### src/rtl/hex_display_ctrl.sv
// Avalon-MM owner of the six 7-segment digits and four push-buttons: VALUE/CTRL registers,
// debounced key commands, blink/scroll sequencing. Optional macro HEX_BCD_EN selects BCD key arithmetic.
module hex_display_ctrl #(
    parameter int unsigned TICK_DIV        = 25000000,
    parameter int unsigned DEBOUNCE_CYCLES = 1000000
) (
    input  logic        clk_clk,
    input  logic        reset_reset_n,
    input  logic [1:0]  avs_address,
    input  logic        avs_write,
    input  logic [31:0] avs_writedata,
    input  logic        avs_read,
    output logic [31:0] avs_readdata,
    input  logic [3:0]  key_export,
    output logic [6:0]  hex_0_export,
    output logic [6:0]  hex_1_export,
    output logic [6:0]  hex_2_export,
    output logic [6:0]  hex_3_export,
    output logic [6:0]  hex_4_export,
    output logic [6:0]  hex_5_export
);

    localparam int unsigned TW = (TICK_DIV > 1) ? $clog2(TICK_DIV) : 1;
    localparam int unsigned DW = (DEBOUNCE_CYCLES > 1) ? $clog2(DEBOUNCE_CYCLES) : 1;
    localparam logic [31:0] CTRL_MASK = 32'h0000_3F07;

    typedef enum logic [1:0] {
        ADDR_VALUE  = 2'd0,
        ADDR_CTRL   = 2'd1,
        ADDR_STATUS = 2'd2,
        ADDR_KEYCNT = 2'd3
    } reg_addr_e;

    reg_addr_e   addr;
    logic [23:0] value_q, value_d;
    logic [31:0] ctrl_q, ctrl_d;
    logic [15:0] keycnt_q, keycnt_d;
    logic [2:0]  offset_q, offset_d;
    logic        phase_q, phase_d;
    logic [TW-1:0] tick_cnt_q, tick_cnt_d;
    logic        tick;
    logic [3:0]  ksync1_q, ksync2_q;
    logic [3:0]  kdb_q, kdb_d;
    logic [DW-1:0] kcnt_q [4];
    logic [DW-1:0] kcnt_d [4];
    logic [3:0]  press;
    logic [2:0]  npress;
    logic [31:0] rdata_q, rdata_d;
    logic [6:0]  seg_q [6];
    logic [6:0]  seg_d [6];
    logic        wr_value, wr_ctrl, wr_keycnt;

    function automatic logic [6:0] seg7(input logic [3:0] n);
        logic [6:0] s;
        case (n)
            4'h0: s = 7'h40;  4'h1: s = 7'h79;  4'h2: s = 7'h24;  4'h3: s = 7'h30;
            4'h4: s = 7'h19;  4'h5: s = 7'h12;  4'h6: s = 7'h02;  4'h7: s = 7'h78;
            4'h8: s = 7'h00;  4'h9: s = 7'h10;  4'hA: s = 7'h08;  4'hB: s = 7'h03;
            4'hC: s = 7'h46;  4'hD: s = 7'h21;  4'hE: s = 7'h06;  default: s = 7'h0E;
        endcase
        return s;
    endfunction

`ifdef HEX_BCD_EN
    function automatic logic is_bcd(input logic [23:0] v);
        logic ok;
        ok = 1'b1;
        for (int unsigned k = 0; k < 6; k++) begin
            if (v[4*k +: 4] > 4'd9) ok = 1'b0;
        end
        return ok;
    endfunction

    function automatic logic [23:0] clamp_bcd(input logic [23:0] v);
        logic [23:0] r;
        r = v;
        for (int unsigned k = 0; k < 6; k++) begin
            if (r[4*k +: 4] > 4'd9) r[4*k +: 4] = 4'd9;
        end
        return r;
    endfunction
`endif

    function automatic logic [23:0] val_inc(input logic [23:0] v);
`ifdef HEX_BCD_EN
        logic [23:0] r;
        logic        c;
        if (is_bcd(v)) begin
            r = v;
            c = 1'b1;
            for (int unsigned k = 0; k < 6; k++) begin
                if (c) begin
                    if (r[4*k +: 4] == 4'd9) r[4*k +: 4] = 4'd0;
                    else begin
                        r[4*k +: 4] = r[4*k +: 4] + 4'd1;
                        c = 1'b0;
                    end
                end
            end
        end else begin
            r = clamp_bcd(v + 24'd1);
        end
        return r;
`else
        return v + 24'd1;
`endif
    endfunction

    function automatic logic [23:0] val_dec(input logic [23:0] v);
`ifdef HEX_BCD_EN
        logic [23:0] r;
        logic        b;
        if (is_bcd(v)) begin
            r = v;
            b = 1'b1;
            for (int unsigned k = 0; k < 6; k++) begin
                if (b) begin
                    if (r[4*k +: 4] == 4'd0) r[4*k +: 4] = 4'd9;
                    else begin
                        r[4*k +: 4] = r[4*k +: 4] - 4'd1;
                        b = 1'b0;
                    end
                end
            end
        end else begin
            r = clamp_bcd(v - 24'd1);
        end
        return r;
`else
        return v - 24'd1;
`endif
    endfunction

    assign addr      = reg_addr_e'(avs_address);
    assign wr_value  = avs_write && (addr == ADDR_VALUE);
    assign wr_ctrl   = avs_write && (addr == ADDR_CTRL);
    assign wr_keycnt = avs_write && (addr == ADDR_KEYCNT);

    // Debounce: a level change is accepted on its DEBOUNCE_CYCLES-th consecutive differing cycle.
    always_comb begin
        kdb_d = kdb_q;
        for (int unsigned i = 0; i < 4; i++) begin
            kcnt_d[i] = '0;
            if (ksync2_q[i] != kdb_q[i]) begin
                if (kcnt_q[i] == DW'(DEBOUNCE_CYCLES - 1)) kdb_d[i] = ksync2_q[i];
                else kcnt_d[i] = kcnt_q[i] + 1'b1;
            end
        end
        press  = kdb_q & ~kdb_d;
        npress = 3'(press[0]) + 3'(press[1]) + 3'(press[2]) + 3'(press[3]);
    end

    always_comb begin
        value_d = value_q;
        if (wr_value)      value_d = avs_writedata[23:0];
        else if (press[2]) value_d = '0;
        else if (press[0]) value_d = val_inc(value_q);
        else if (press[1]) value_d = val_dec(value_q);

        ctrl_d = ctrl_q;
        if (wr_ctrl)       ctrl_d = avs_writedata & CTRL_MASK;
        else if (press[3]) ctrl_d[2] = ~ctrl_q[2];

        keycnt_d = wr_keycnt ? '0 : keycnt_q + 16'(npress);
    end

    always_comb begin
        tick_cnt_d = '0;
        tick       = 1'b0;
        if (ctrl_q[1] || ctrl_q[2]) begin
            if (tick_cnt_q == TW'(TICK_DIV - 1)) tick = 1'b1;
            else tick_cnt_d = tick_cnt_q + 1'b1;
        end

        phase_d = 1'b0;
        if (ctrl_q[1]) phase_d = tick ? ~phase_q : phase_q;

        offset_d = '0;
        if (ctrl_q[2]) begin
            if (tick) offset_d = (offset_q == 3'd5) ? 3'd0 : offset_q + 3'd1;
            else      offset_d = offset_q;
        end
    end

    always_comb begin
        rdata_d = rdata_q;
        if (avs_read) begin
            case (addr)
                ADDR_VALUE:  rdata_d = {8'h00, value_q};
                ADDR_CTRL:   rdata_d = ctrl_q;
                ADDR_STATUS: rdata_d = {21'b0, offset_q, 3'b0, phase_q, kdb_q};
                default:     rdata_d = {16'h0000, keycnt_q};
            endcase
        end
    end

    // Digit k shows nibble (k + offset) mod 6; offset never exceeds 5 so one subtract suffices.
    always_comb begin
        for (int unsigned k = 0; k < 6; k++) begin
            int unsigned idx;
            idx = k + {29'b0, offset_q};
            if (idx >= 6) idx = idx - 6;
            if (!ctrl_q[0] || ctrl_q[8 + k] || phase_q) seg_d[k] = 7'h7F;
            else seg_d[k] = seg7(value_q[4*idx +: 4]);
        end
    end

    always_ff @(posedge clk_clk or negedge reset_reset_n) begin
        if (!reset_reset_n) begin
            value_q    <= '0;
            ctrl_q     <= 32'h0000_0001;
            keycnt_q   <= '0;
            offset_q   <= '0;
            phase_q    <= 1'b0;
            tick_cnt_q <= '0;
            ksync1_q   <= '1;
            ksync2_q   <= '1;
            kdb_q      <= '1;
            rdata_q    <= '0;
            for (int unsigned i = 0; i < 4; i++) kcnt_q[i] <= '0;
            for (int unsigned k = 0; k < 6; k++) seg_q[k] <= 7'h7F;
        end else begin
            value_q    <= value_d;
            ctrl_q     <= ctrl_d;
            keycnt_q   <= keycnt_d;
            offset_q   <= offset_d;
            phase_q    <= phase_d;
            tick_cnt_q <= tick_cnt_d;
            ksync1_q   <= key_export;
            ksync2_q   <= ksync1_q;
            kdb_q      <= kdb_d;
            rdata_q    <= rdata_d;
            for (int unsigned i = 0; i < 4; i++) kcnt_q[i] <= kcnt_d[i];
            for (int unsigned k = 0; k < 6; k++) seg_q[k] <= seg_d[k];
        end
    end

    assign avs_readdata = rdata_q;
    assign hex_0_export = seg_q[0];
    assign hex_1_export = seg_q[1];
    assign hex_2_export = seg_q[2];
    assign hex_3_export = seg_q[3];
    assign hex_4_export = seg_q[4];
    assign hex_5_export = seg_q[5];

endmodule

### config.mk
export PLATFORM = sky130hd
export DESIGN_NAME = hex_display_ctrl
export DESIGN_NICKNAME = d
export VERILOG_FILES = /design/src/rtl/hex_display_ctrl.sv
export SDC_FILE = /design/constraint.sdc
export NUM_CORES = 1
export LEC_CHECK = 0
export CAP_MARGIN = 20
export CELL_PAD_IN_SITES_DETAIL_PLACEMENT = 2
export CELL_PAD_IN_SITES_GLOBAL_PLACEMENT = 2
export CORE_MARGIN = 3
export CORE_UTILIZATION = 41
export CTS_CLUSTER_DIAMETER = 50
export CTS_CLUSTER_SIZE = 40
export DETAILED_ROUTE_END_ITERATION = 6
export PLACE_DENSITY = 0.92
export RECOVER_POWER = 25
export SLEW_MARGIN = 20
export SYNTH_ARGS = -nofsm -noshare
export SYNTH_HDL_FRONTEND = slang
export SYNTH_SLANG_ARGS = --single-unit
### constraint.sdc
create_clock -name clk_clk -period 7.2 [get_ports clk_clk]
set_input_delay 1.44 -clock clk_clk [delete_from_list [all_inputs] [get_ports clk_clk]]
set_output_delay 1.44 -clock clk_clk [all_outputs]
set_load 0.01 [all_outputs]
**Word-level counts from Yosys, hierarchy flattened**

Memory sizes are Yosys's and may differ from the RTL's.
Index checks and enable logic that the tools add are counted.

- Logic and storage cells: 146
- Memories: 6
- Output and inout port bits: 74
- Input bits: 42
- ROM bits: 672
- Flip-flop bits (word level): 244

- Shift operators: 6
- Eq/ne operators: 15
- Reduce and logical (&&, ||, !) cells: 20
- Add/sub/neg operators: 23
- Order comparisons: 6
- Bitwise gates (word level): 4
- Mux-type cells: 45

Memories:

| name | words | bits a word | rd ports | clocked after memory_dff | wr ports | line | RTL |
|---|---|---|---|---|---|---|---|
| (no name shown) | 16 | 7 | 1 | 0 | 0 | 55 | `case (n)` |
| (no name shown) | 16 | 7 | 1 | 0 | 0 | 55 |  |
| (no name shown) | 16 | 7 | 1 | 0 | 0 | 55 |  |
| (no name shown) | 16 | 7 | 1 | 0 | 0 | 55 |  |
| (no name shown) | 16 | 7 | 1 | 0 | 0 | 55 |  |
| (no name shown) | 16 | 7 | 1 | 0 | 0 | 55 |  |

Operators with widths:

| operator | number |
|---|---|
| $shiftx A24 B33 Y4 | 6 |
| $mux W30 | 6 |
| $mux W20 | 8 |
| $mux W24 | 4 |
| $add A20 B1 Y20 const B | 4 |
| $eq A20 B20 Y1 const B | 4 |
| $pmux W24 S3 | 1 |
| $mux W25 | 2 |
| $mux W7 | 6 |
| $add A25 B1 Y25 const B | 1 |
| $eq A25 B25 Y1 const B | 1 |
| $sub A4 B3 Y5 const B | 5 |
| $add A24 B1 Y24 const B | 1 |
| $sub A24 B1 Y24 const B | 1 |
| $ge A4 B3 Y1 const B | 5 |
| $add A16 B3 Y16 | 1 |
| $mux W16 | 1 |
| $mux W1 | 14 |
| $logic_or A1 B1 Y1 | 13 |
| $mux W3 | 3 |
| $add A2 B3 Y4 const A | 2 |
| $add A3 B3 Y4 const A | 2 |
| $add A1 B3 Y4 const A | 1 |
| $and A4 B4 Y4 | 1 |
| 18 further kinds | 26 |

**Longest topological paths before layout**

- Word-level depth: 10
- Depth in mapped cells: 21
- Depth with buffers taken out: 19

**Worst setup path before layout**

OpenSTA, ideal clock, no wires.

- Path type: reg2reg
- Start point: register kcnt_q[60] in the netlist's numbering
- End point: register value_q[23]
- Data arrival time: 3,956 ps
- Library setup time: 77 ps
- Path slack: 3,167 ps
- Period minus slack after synthesis: 4,033 ps
- Buffers on the path: 0
- Required time: 7,123 ps
- Stages on the path, launching flop included: 16
- Path through: dfrtp_1 -> ha_1 -> and3_1 -> and3_1 -> nand4_1 -> nor3b_2 -> inv_1 -> ha_1 -> and3_1 -> a31o_2 -> a31oi_1 -> a31oi_1 -> a2111oi_2 -> mux2i_1 -> o22ai_1 -> a21oi_1

- Cells in the longest elaborated chain, start to end: 8
- Elaborated cells between the ends (all ways): 9
- Those cells by class: 1 x eq/ne; 5 x mux; 2 x bitwise; 1 x reduce/logical

RTL lines:

| item | line | RTL |
|---|---|---|
| start: declaration | 44 | `logic [DW-1:0] kcnt_q [4];` |
| $eq A20 B20 Y1 (*) | 145 | `if (kcnt_q[i] == DW'(DEBOUNCE_CYCLES - 1)) kdb_d[i] = ksync2_q[i];` |
| $mux W1 (*) | 145 |  |
| $mux W1 (*) | 144 | `if (ksync2_q[i] != kdb_q[i]) begin` |
| $not A4 Y4 (*) | 149 | `press = kdb_q & ~kdb_d;` |
| $and A4 B4 Y4 (*) | 149 |  |
| $mux W24 | 157 | `else if (press[0]) value_d = val_inc(value_q);` |
| $mux W24 | 156 | `else if (press[2]) value_d = '0;` |
| $mux W24 | 155 | `if (wr_value) value_d = avs_writedata[23:0];` |
| end signal: assignment | 223 | `value_q <= value_d;` |
| end: declaration | 35 | `logic [23:0] value_q, value_d;` |

Every way passes the cells marked *; elsewhere a longest branch is shown, timed or not.
A chain may end at the register's enable or synchronous reset.

**Worst setup path in the final report**

- Start point: register kcnt_q[61] in the netlist's numbering
- End point: register value_q[23]

The elaborated chain is that of the path after synthesis.

==> results.md <==
- Failing checks: max-capacitance violations, max-slew violations
- Worst path cell trace: ha_1 > and3_1 > and3_1 > nand4_1 > nor3b_2 > inv_1 > ha_1 > and3_1 > a31o_2 > a31oi_1 > a31oi_1 > a2111oi_2 > mux2i_1 > o22ai_1 > a21oi_1
- Part of the cycle the worst path needs: 0.818
- Share of the synthesized area in the top cell type: 0.303
- Slowest CP cell: inv_1
- Gr usage total: 0.309
- Iteration-0 DRC Markers: roughly 730
- # port buffers: 99
- Die width: 197 um
- Clock Latency Late Sink: 580 ps
- Synth Flop Type: dfrtp_1
- R2R setup slack: around 1300 ps
- Cell taking the most area after synthesis: dfrtp_1
- Reg2reg start: kcnt_q[61]
- Boundary pin count: ~120
- Layout cells sized above 1: 0.119
- Post-Syn Instances: between 1,500 and 2,000
- Core area: between 0.03 and 0.04 sq mm
- Num rows: 69
- Setup slack at placement: 1910 ps
- RSZ-0062 raised after global routing: false
- Drt first pass iters: 5
- Power per cell area: 337 mW/mm^2
- Antenna viol nets, final: 0
- Die footprint: 0.0388 sq mm
- Cell variety after synth: between 80 and 90
- Number of global-route vias before repair: 15,600
- Largest net degree at the start of global routing: about 100
- Initial Util: 0.419
- Final setup skew: 43.5 ps
- Max incr delay on CP: between 600 and 700 ps
- TritonCTS clock tree: done
- Hold Violations, Final: 0
- First-pass GRT wire length: 93.8 mm
- Final GP Congestion: between 0.8 and 0.9
- # H-tree levels: 2
- Number of synthesized flops with an enable pin: 0
- Worst hold path startpoint: ksync1_q[0]
- Fmax: between 150 and 200 MHz
- Critical path class: reg2reg
- CP max FO: 27
- Area of the mapped netlist: 0.0150 sq mm
- Clock Root Buffer: clkbuf_16
- Utilization after layout: 0.490
- Critical path required time: 7670 ps
- FF-to-FF End: value_q[23]
- Worst R2R Path Depth: 15
- Relative slew slack: -1.46
- Via count: 13,600
- Fillers: 3,644
- Asr flop ratio synth: 1.00
- Leak: about 7.4 nW
- Flops & latches, synth: around 240
- Most common cell after layout, fill and taps aside: nor2_1
- WP data arrival: 6360 ps
- Mean post-synth cell area: between 9 and 10 sq um
- Sequential-to-total area share from yosys stat: 0.399
- Max Transition Viols Final: 78
- Multi-input gate area: 0.00850 sq mm
- CTS clk-pin slew, worst paths: 60 ps
- Total wire length: 59.9 mm
- Max cap viols: 2
- Hold Buf Count CTS: 0
- Post-CTS setup buffer count: 0
- Tmin final: between 5000 and 6000 ps
- Status: finished with violations
- CP dominant cell by count: and3_1
- Wire length per cell: around 28 um
- Antenna violations before repair: 0
- Setup TNS: 0 ps
- Register area: 0.00598 sq mm
- Setup WS post-layout: 1310 ps
- Post-CTS resize count: 0
- TritonCTS buffer count: 36
- Final Instance Area: 0.0175 sq mm
- Maximum vdd ir drop: 170 uV
- ANT cells: 0
- Ys Warns: 0
- WHS Endpoint: ksync2_q[0]
- Vias/cell: 6.25
- Grt ovf: 0
- Critical path capture point type: flip-flop
- Die height: 197 um
- Crit start category: flip-flop
- Count of final setup violators: 0
- Maximum clock insertion buffer count: 3
- HP Class: reg2reg
- P&R area growth vs syn: 17.1%
- Number of remaining DRC errors: 0
- Hpwl dp: 37.1 mm
- Clock sink count: 236
- Slew at the pin with the worst max-slew slack: 3690 ps
- Hold Path Depth: 0
- Synth area leaders: dfrtp_1, dfstp_2, ha_1
- Commonest non-fill, non-tap cells in the layout: nor2_1, dfrtp_1, nand2_1
- Final Net Count: 1,814
- Post-DP Area: 0.0164 sq mm
[synthesized netlist by cell type (27+ instances only)]
library cell and n:
and3_1 27, dfrtp_1 181, nand4_1 30, ha_1 85
dfstp_2 55, mux2_2 35, inv_1 56, nor2_1 205
mux2i_1 47, clkbuf_1 29, xor2_1 83, nand3_1 68
nand2_1 108, xnor2_1 48, o21ai_0 62, a21oi_1 98
[logic make-up after synthesis]
| logic type | after synthesis | share of synthesized area |
|---|---|---|
| flip-flops | 236 | 0.399 |
| XOR/XNOR | 134 | 0.0799 |
| AND/OR/NAND/NOR | 585 | 0.192 |
| multiplexers | 89 | 0.0675 |
| adder cells (fa/ha/maj) | 89 | 0.0764 |
| other | 1 | 0.000251 |
| buffers and inverters | 118 | 0.0344 |
| AO/OA/AOI/OAI | 335 | 0.150 |
[report_power, final]
group	leakage, nW	total, W	switching [W]	internal (W)
clock	0.564	0.00175	0.000726	0.00103
combinational	3.83	0.00230	0.00139	0.000902
sequential	2.97	0.00185	0.000279	0.00157
total	7.36	0.00590	0.00240	0.00350
[registers in the layout, summed over array words and instances (netlist names), 9 cells and up]
signal / cells
avs_readdata: 24
ctrl_q: 9
kcnt_q: 80
keycnt_q: 16
tick_cnt_q: 25
value_q: 24
[layer usage]
metal  part of all wire  GRT usage  vias to the layer above  wire length (um)
met4              0.051      0.144                        0              3040
met2               0.50      0.543                      532             30200
met3              0.060     0.0657                      212              3580
li1                   -          -                     5844                 -
met5                  0          0                        -                 0
met1               0.39      0.362                     6993             23100
[area by class of cell]
| class | instances | area share |
|---|---|---|
| clock inverter | 18 | 0.0103 |
| tap | 461 | 0.0329 |
| sequential | 236 | 0.341 |
| multi-input combinational | 1240 | 0.485 |
| inverter | 59 | 0.0126 |
| timing repair buffer | 110 | 0.0613 |
| clock buffer | 48 | 0.0569 |
[through the flow]
step | hold WS, ps | cells | total power (W)
2_1_floorplan | 345 | 1594 | 0.00313
3_3_place_gp | 349 | 2105 | 0.00376
3_5_place_dp | 347 | 2106 | 0.00396
4_1_cts | 358 | 2172 | 0.00590
5_1_grt | 364 | 2172 | 0.00618
6_report | 358 | 2172 | 0.00590
[critical path: cells and delay by family (launching register included)]
family	cells	cell delay [ps]
compound gates	6	1810
fa+ha+maj	2	840
buf+inv	1	670
flops	1	420
mux	1	280
simple gates	5	1740
[worst max path at each step]
| stage | start | end | slack, ps | depth (start not counted) |
|---|---|---|---|---|
| CTS | kcnt_q[61] | value_q[23] | 1520 | 15 |
| global placement | kcnt_q[60] | value_q[23] | 2190 | 15 |
| floorplan | kcnt_q[60] | value_q[23] | 3170 | 15 |
| finish | kcnt_q[61] | value_q[23] | 1310 | 15 |
| global route | kcnt_q[60] | value_q[23] | 1110 | 15 |
| detailed placement | kcnt_q[60] | value_q[23] | 1910 | 15 |
(Power assumes the default switching activity.)
